<file path="config.mk">
export PLATFORM = sky130hd
export DESIGN_NAME = nway_trace_request_tracker_flat
export DESIGN_NICKNAME = d
export VERILOG_FILES = /design/src/rtl/nway_trace_request_tracker_if.sv /design/src/rtl/nway_trace_request_tracker.sv /design/src/flat_wrapper.sv
export SDC_FILE = /design/constraint.sdc
export NUM_CORES = 1
export LEC_CHECK = 0
export CAP_MARGIN = 5
export CORE_UTILIZATION = 30
export CTS_BUF_LIST = sky130_fd_sc_hd__clkbuf_16
export DETAILED_ROUTE_END_ITERATION = 16
export DONT_BUFFER_PORTS = 1
export PLACE_DENSITY = 0.56
export SLEW_MARGIN = 5
export SYNTH_ARGS = -nofsm -noshare
export SYNTH_HDL_FRONTEND = slang
export SYNTH_SLANG_ARGS = --single-unit
</file>
<file path="constraint.sdc">
create_clock -name clk -period 9.4 [get_ports clk]
set_input_delay 1.88 -clock clk [delete_from_list [all_inputs] [get_ports clk]]
set_output_delay 1.88 -clock clk [all_outputs]
set_load 0.02 [all_outputs]
</file>
<file path="src/rtl/nway_trace_request_tracker_if.sv">
// Handshake bundle between trace repository, tracker and cache.
// slave = tracker side, master = environment side.
interface nway_trace_request_tracker_if #(
  parameter int TRACKER_SLOTS = 4,
  parameter int ADDR_WIDTH    = 32,
  parameter int INDEX_WIDTH   = 4
);
  localparam int SW =
    (TRACKER_SLOTS > 1) ? $clog2(TRACKER_SLOTS) : 1;
  localparam int OW = $clog2(TRACKER_SLOTS + 1);

  logic                   in_valid;
  logic                   in_ready;
  logic [INDEX_WIDTH-1:0] in_trace_index;
  logic [ADDR_WIDTH-1:0]  in_mem_addr;
  logic                   req_valid;
  logic                   req_ready;
  logic [ADDR_WIDTH-1:0]  req_addr;
  logic [SW-1:0]          req_slot;
  logic                   done_valid;
  logic [SW-1:0]          done_slot;
  logic                   retire_valid;
  logic [INDEX_WIDTH-1:0] retire_trace_index;
  logic [ADDR_WIDTH-1:0]  retire_mem_addr;
  logic [OW-1:0]          occupancy;
  logic                   dedup_hit;

  modport slave (
    input  in_valid, in_trace_index, in_mem_addr,
    input  req_ready, done_valid, done_slot,
    output in_ready, req_valid, req_addr, req_slot,
    output retire_valid, retire_trace_index,
    output retire_mem_addr, occupancy, dedup_hit
  );

  modport master (
    output in_valid, in_trace_index, in_mem_addr,
    output req_ready, done_valid, done_slot,
    input  in_ready, req_valid, req_addr, req_slot,
    input  retire_valid, retire_trace_index,
    input  retire_mem_addr, occupancy, dedup_hit
  );
endinterface

</file>
<file path="src/rtl/nway_trace_request_tracker.sv">
// Trace-entry tracker: slots issue prefetches and retire on done.
// Optional duplicate-address drop: NWAY_TRACKER_DEDUP_EN.
module nway_trace_request_tracker #(
  parameter int TRACKER_SLOTS = 4,
  parameter int ADDR_WIDTH    = 32,
  parameter int INDEX_WIDTH   = 4
) (
  input logic clk,
  input logic rst,
  nway_trace_request_tracker_if.slave bus
);
  localparam int SW =
    (TRACKER_SLOTS > 1) ? $clog2(TRACKER_SLOTS) : 1;
  localparam int OW = $clog2(TRACKER_SLOTS + 1);

  typedef struct packed {
    logic                   occupied;
    logic [ADDR_WIDTH-1:0]  mem_addr;
    logic                   processing;
    logic [INDEX_WIDTH-1:0] trace_index;
  } cache_tracker_t;

  cache_tracker_t slots_q [TRACKER_SLOTS];
  cache_tracker_t slots_n [TRACKER_SLOTS];

  logic                   free_any;
  logic [SW-1:0]          free_idx;
  logic                   mk_any;
  logic [SW-1:0]          mk_idx;
  logic                   dup_hit;
  logic                   done_hit;
  cache_tracker_t         done_ent;
  logic                   accept;
  logic                   alloc;
  logic                   issue_load;
  logic [OW-1:0]          occ_n;

  logic                   req_valid_q;
  logic [ADDR_WIDTH-1:0]  req_addr_q;
  logic [SW-1:0]          req_slot_q;
  logic                   ret_valid_q;
  logic [INDEX_WIDTH-1:0] ret_index_q;
  logic [ADDR_WIDTH-1:0]  ret_addr_q;
  logic [OW-1:0]          occ_q;

  // Priority pick of free / make-request slots, done lookup
  always_comb begin
    free_any = 1'b0;
    free_idx = '0;
    mk_any   = 1'b0;
    mk_idx   = '0;
    dup_hit  = 1'b0;
    done_hit = 1'b0;
    done_ent = '0;
    for (int i = TRACKER_SLOTS - 1; i >= 0; i--) begin
      if (!slots_q[i].occupied) begin
        free_any = 1'b1;
        free_idx = SW'(i);
      end
      if (slots_q[i].occupied && !slots_q[i].processing) begin
        mk_any = 1'b1;
        mk_idx = SW'(i);
      end
`ifdef NWAY_TRACKER_DEDUP_EN
      if (slots_q[i].occupied &&
          slots_q[i].mem_addr == bus.in_mem_addr)
        dup_hit = 1'b1;
`endif
      if (bus.done_valid && bus.done_slot == SW'(i) &&
          slots_q[i].occupied && slots_q[i].processing) begin
        done_hit = 1'b1;
        done_ent = slots_q[i];
      end
    end
  end

  assign bus.in_ready = free_any | dup_hit;
  assign accept       = bus.in_valid & bus.in_ready;
  assign alloc        = accept & ~dup_hit;
  assign issue_load   = ~req_valid_q | bus.req_ready;

  // Next slot state: allocate, mark issued, free on done
  always_comb begin
    for (int i = 0; i < TRACKER_SLOTS; i++)
      slots_n[i] = slots_q[i];
    if (alloc) begin
      slots_n[free_idx].occupied    = 1'b1;
      slots_n[free_idx].processing  = 1'b0;
      slots_n[free_idx].mem_addr    = bus.in_mem_addr;
      slots_n[free_idx].trace_index = bus.in_trace_index;
    end
    if (issue_load && mk_any)
      slots_n[mk_idx].processing = 1'b1;
    for (int i = 0; i < TRACKER_SLOTS; i++)
      if (done_hit && bus.done_slot == SW'(i)) begin
        slots_n[i].occupied   = 1'b0;
        slots_n[i].processing = 1'b0;
      end
    occ_n = '0;
    for (int i = 0; i < TRACKER_SLOTS; i++)
      occ_n = occ_n + OW'(slots_n[i].occupied);
  end

  // Slot storage and registered occupancy
  always_ff @(posedge clk or posedge rst) begin
    if (rst) begin
      for (int i = 0; i < TRACKER_SLOTS; i++)
        slots_q[i] <= '0;
      occ_q <= '0;
    end else begin
      for (int i = 0; i < TRACKER_SLOTS; i++)
        slots_q[i] <= slots_n[i];
      occ_q <= occ_n;
    end
  end

  // One-entry request register, held while stalled
  always_ff @(posedge clk or posedge rst) begin
    if (rst) begin
      req_valid_q <= 1'b0;
      req_addr_q  <= '0;
      req_slot_q  <= '0;
    end else if (issue_load) begin
      req_valid_q <= mk_any;
      if (mk_any) begin
        req_addr_q <= slots_q[mk_idx].mem_addr;
        req_slot_q <= mk_idx;
      end
    end
  end

  // Retire pulse carries the freed slot's entry
  always_ff @(posedge clk or posedge rst) begin
    if (rst) begin
      ret_valid_q <= 1'b0;
      ret_index_q <= '0;
      ret_addr_q  <= '0;
    end else begin
      ret_valid_q <= done_hit;
      if (done_hit) begin
        ret_index_q <= done_ent.trace_index;
        ret_addr_q  <= done_ent.mem_addr;
      end
    end
  end

`ifdef NWAY_TRACKER_DEDUP_EN
  logic dedup_q;

  // Duplicate drop pulse
  always_ff @(posedge clk or posedge rst) begin
    if (rst) dedup_q <= 1'b0;
    else     dedup_q <= accept & dup_hit;
  end

  assign bus.dedup_hit = dedup_q;
`else
  assign bus.dedup_hit = 1'b0;
`endif

  assign bus.req_valid          = req_valid_q;
  assign bus.req_addr           = req_addr_q;
  assign bus.req_slot           = req_slot_q;
  assign bus.retire_valid       = ret_valid_q;
  assign bus.retire_trace_index = ret_index_q;
  assign bus.retire_mem_addr    = ret_addr_q;
  assign bus.occupancy          = occ_q;
endmodule
</file>
<file path="src/flat_wrapper.sv">
// flat-port wrapper written by rule: the top's interface ports become plain ports
module nway_trace_request_tracker_flat 
#(
  parameter int TRACKER_SLOTS = 4,
  parameter int ADDR_WIDTH    = 32,
  parameter int INDEX_WIDTH   = 4
)
  (clk, rst, bus_in_valid, bus_in_trace_index, bus_in_mem_addr, bus_req_ready, bus_done_valid, bus_done_slot, bus_in_ready, bus_req_valid, bus_req_addr, bus_req_slot, bus_retire_valid, bus_retire_trace_index, bus_retire_mem_addr, bus_occupancy, bus_dedup_hit);
  nway_trace_request_tracker_if #(.TRACKER_SLOTS(TRACKER_SLOTS), .ADDR_WIDTH(ADDR_WIDTH), .INDEX_WIDTH(INDEX_WIDTH)) bus_i ();
  input logic clk;
  input logic rst;
  input wire logic [$bits(bus_i.in_valid)-1:0] bus_in_valid;
  input wire logic [$bits(bus_i.in_trace_index)-1:0] bus_in_trace_index;
  input wire logic [$bits(bus_i.in_mem_addr)-1:0] bus_in_mem_addr;
  input wire logic [$bits(bus_i.req_ready)-1:0] bus_req_ready;
  input wire logic [$bits(bus_i.done_valid)-1:0] bus_done_valid;
  input wire logic [$bits(bus_i.done_slot)-1:0] bus_done_slot;
  output wire logic [$bits(bus_i.in_ready)-1:0] bus_in_ready;
  output wire logic [$bits(bus_i.req_valid)-1:0] bus_req_valid;
  output wire logic [$bits(bus_i.req_addr)-1:0] bus_req_addr;
  output wire logic [$bits(bus_i.req_slot)-1:0] bus_req_slot;
  output wire logic [$bits(bus_i.retire_valid)-1:0] bus_retire_valid;
  output wire logic [$bits(bus_i.retire_trace_index)-1:0] bus_retire_trace_index;
  output wire logic [$bits(bus_i.retire_mem_addr)-1:0] bus_retire_mem_addr;
  output wire logic [$bits(bus_i.occupancy)-1:0] bus_occupancy;
  output wire logic [$bits(bus_i.dedup_hit)-1:0] bus_dedup_hit;
  assign bus_i.in_valid = bus_in_valid;
  assign bus_i.in_trace_index = bus_in_trace_index;
  assign bus_i.in_mem_addr = bus_in_mem_addr;
  assign bus_i.req_ready = bus_req_ready;
  assign bus_i.done_valid = bus_done_valid;
  assign bus_i.done_slot = bus_done_slot;
  assign bus_in_ready = bus_i.in_ready;
  assign bus_req_valid = bus_i.req_valid;
  assign bus_req_addr = bus_i.req_addr;
  assign bus_req_slot = bus_i.req_slot;
  assign bus_retire_valid = bus_i.retire_valid;
  assign bus_retire_trace_index = bus_i.retire_trace_index;
  assign bus_retire_mem_addr = bus_i.retire_mem_addr;
  assign bus_occupancy = bus_i.occupancy;
  assign bus_dedup_hit = bus_i.dedup_hit;
  nway_trace_request_tracker #(.TRACKER_SLOTS(TRACKER_SLOTS), .ADDR_WIDTH(ADDR_WIDTH), .INDEX_WIDTH(INDEX_WIDTH)) u_core (.clk(clk), .rst(rst), .bus(bus_i));
endmodule
</file>
==> flow_summary.yaml <==
layout:
  antenna_cells: 0
  fin_nets: 964
  fin_util: 0.3434
  syn_to_final_growth_pct: 11.85
  drive_gt1_frac: 0.2147
  design_area_um2: 11570
floorplan:
  num_rows: 67
  die_y_um: 187.7
  core_area_um2: 33700
  die_area_um2: 35230
  io_pins: 120
  floorplan.initialDensity: 0.3070
  die_w_um: 187.7
cts:
  clockBufferDepth: 3
  cts_tree: "yes"
  path_clk_slew_ns: 0.06
  cts_sinks: 227
  ctsHoldBuffers: 0
  cts_resized: 0
  h-tree-depth: 1
  root_buffer: "clkbuf_16"
  post_cts_buffers: 0
  cts_made_buffers: 24
  insertion_delay_ns: 0.52
power_and_ir_drop:
  internal_power_mw: 2.546
  switchingPower_mw: 1.640
  pwr-share-seq: 0.478
  leakage_nw: 4.873
  switching_share: 0.3917
  p_total_mw: 4.186
  ir_drop_mv: 0.1358
  p_clk_frac: 0.237
  p_per_area_nw_per_um2: 361.7
  comb_power_share: 0.285
logic_synthesis:
  ys_seq_area_frac: 0.5491
  syn-cell-area_um2: 10340
  synth_edf_count: 0
  synth_area_per_cell_um2: 10.86
  synthFlopType: "dfrtp_1"
  ys.warnings.count: 0
  synthCells: 953
  synth_nets: 999
  async_reset_ff_frac: 1.000
  ys_ff_latch: 227
  synth_cell_type_count: 43
worst_hold_path:
  hp-class: "reg2reg"
worst_setup_path:
  crit_path_start_kind: "primary input"
  arrival_ns: 4.12
  critPathKind: "in2reg"
  worstPathMaxFanout: 60
  cp-end-kind: "register"
  critPathRequiredTime_ns: 9.80
sta:
  fin_tns_setup_ns: 0
  worst_pin_slew_ns: 0.9863
  final-setup-viol-count: 0
  finalHoldViolations: 0
  period_share: 0.3959
  fmax_mhz: 268.7
  drv_slew: 0
  fin_crit_ns: 3.721
  rsz0062_at_grt: "no"
  timing.hold.ws_ns: 0.4663
  finalClockSkew_ns: 0.01553
  relSlewSlack: 0.3425
grt:
  grt_util_all_layers: 0.1759
  grt_antenna_before_repair: 0
  grt_pass1_wl_um: 47750
  grt_max_degree: 110
  grt_pass1_vias: 7541
  grt-ovfl-total: 0
routing:
  drt-initial-drc-count: 720
  vias: 7367
  via_per_inst: 5.323
  drc_errors: 0
  ant_nets: 0
  dr.pass1.iters: 6
  wl_per_cell_um: 22.24
  drt-total-wl_um: 30780
place:
  place_area_um2: 10750
  place.gp.congestion: 0.8036
  port_buffers: 0
  place_hpwl_um: 18830
flow_run:
  drv_cap: 0
outcome:
  status: "complete, no violations"
area by class of cell:
class,count,area (um2)
Fill cell,3370,22130
Sequential cell,227,5680
Multi-Input combinational cell,628,4305
Clock buffer,25,625.6
Tap cell,448,560.5
Clock inverter,19,192.7
Timing Repair Buffer,16,120.1
Inverter,21,86.33
final timing paths:
kind / start / endpoint / slack, ns / depth (start not counted)
setup / recovery: bus_done_slot[1] / u_core.bus.occupancy[1] / 5.68 / 8
hold / removal: register / register / 0.47 / 2
min in group asynchronous: rst / u_core.bus.retire_mem_addr[30] / 1.38 / 1
max in group asynchronous: rst / asynchronous set/reset pin / 6.60 / 2
hold reg to reg: register / register / 0.47 / 2
setup reg to reg: u_core.slots_q[151] / u_core.bus.occupancy[1] / 6.58 / 7
Yosys cell counts, types with 2 or more instances:
master      n  share of area
ha_1        2         0.0024
o21ai_0     4         0.0019
and2_1      2         0.0012
and3_1      2         0.0012
a21oi_1    16         0.0077
inv_1      20         0.0073
a41oi_1    24          0.020
buf_6       2         0.0022
mux2_4     16          0.023
o211ai_1    8         0.0058
and4_1      6         0.0051
nand2_1   163          0.059
mux2i_1     4         0.0039
nor2b_1     7         0.0042
nand4_1    27          0.016
mux2_2    119           0.13
clkbuf_1   58          0.021
a32oi_1     2         0.0017
and4b_1     2         0.0019
nand2b_1    7         0.0042
dfrtp_1   227           0.55
a31oi_1     6         0.0036
nand3_1   110          0.053
a22oi_1    16          0.012
buf_2       4         0.0019
buf_8       2         0.0029
and2_4      2         0.0017
buf_1      10         0.0036
o221ai_1   31          0.026
nor2_1     41          0.015
kinds of logic (layout without fill, tap and decap cells):
logic type | Yosys count | in the layout | share of synthesized area
mux | 139 | 139 | 0.1566
flops | 227 | 227 | 0.5491
other cells | 1 | 1 | 0.0003625
buf+inv | 98 | 81 | 0.04003
simple gates | 372 | 372 | 0.1658
compound gates | 113 | 113 | 0.08370
fa+ha+maj | 3 | 3 | 0.004354
layout by cell type (no fill, tap or decap), types with 20 or more instances in the layout:
cell and count:
dfrtp_1 227, nand2_1 163, mux2_2 119, nand3_1 110, nor2_1 38, o221ai_1 31
nand4_1 27, clkbuf_16 25, a41oi_1 23, inv_1 20
critical path, cell delays in order:
cell	delay [ns]
inv_2	0.69
and2_4	0.41
nor2_1	0.09
ha_1	0.28
inv_1	0.05
fa_1	0.37
inv_1	0.07
ha_1	0.22
per-layer routing:
metal	global-route usage	part of all wire	up-vias
met5	0	0	-
met4	0.05660	0.025	0
met3	0.05727	0.095	44
met2	0.2835	0.46	233
met1	0.2223	0.42	3742
li1	-	-	3348
metrics by stage:
| step | std cells | worst slack [ns] |
|---|---|---|
| global route | 1384 | 5.581 |
| finish | 1384 | 5.679 |
| detailed placement | 1340 | 5.183 |
| CTS | 1384 | 5.714 |
| global placement | 1340 | 5.218 |
| floorplan | 953 | 1.300 |
power groups by stage:
stage | logic (mW) | clock network [mW] | registers, mW
after CTS | 1.21 | 1.01 | 2.00
after floorplan | 0.913 | 0 | 1.87
after detailed placement | 1.20 | 0 | 2.01
final | 1.19 | 0.992 | 2.00
after global routing | 1.32 | 1.05 | 2.07
after global placement | 1.18 | 0 | 2.01
Note: power is estimated with default switching activity, not from simulation.
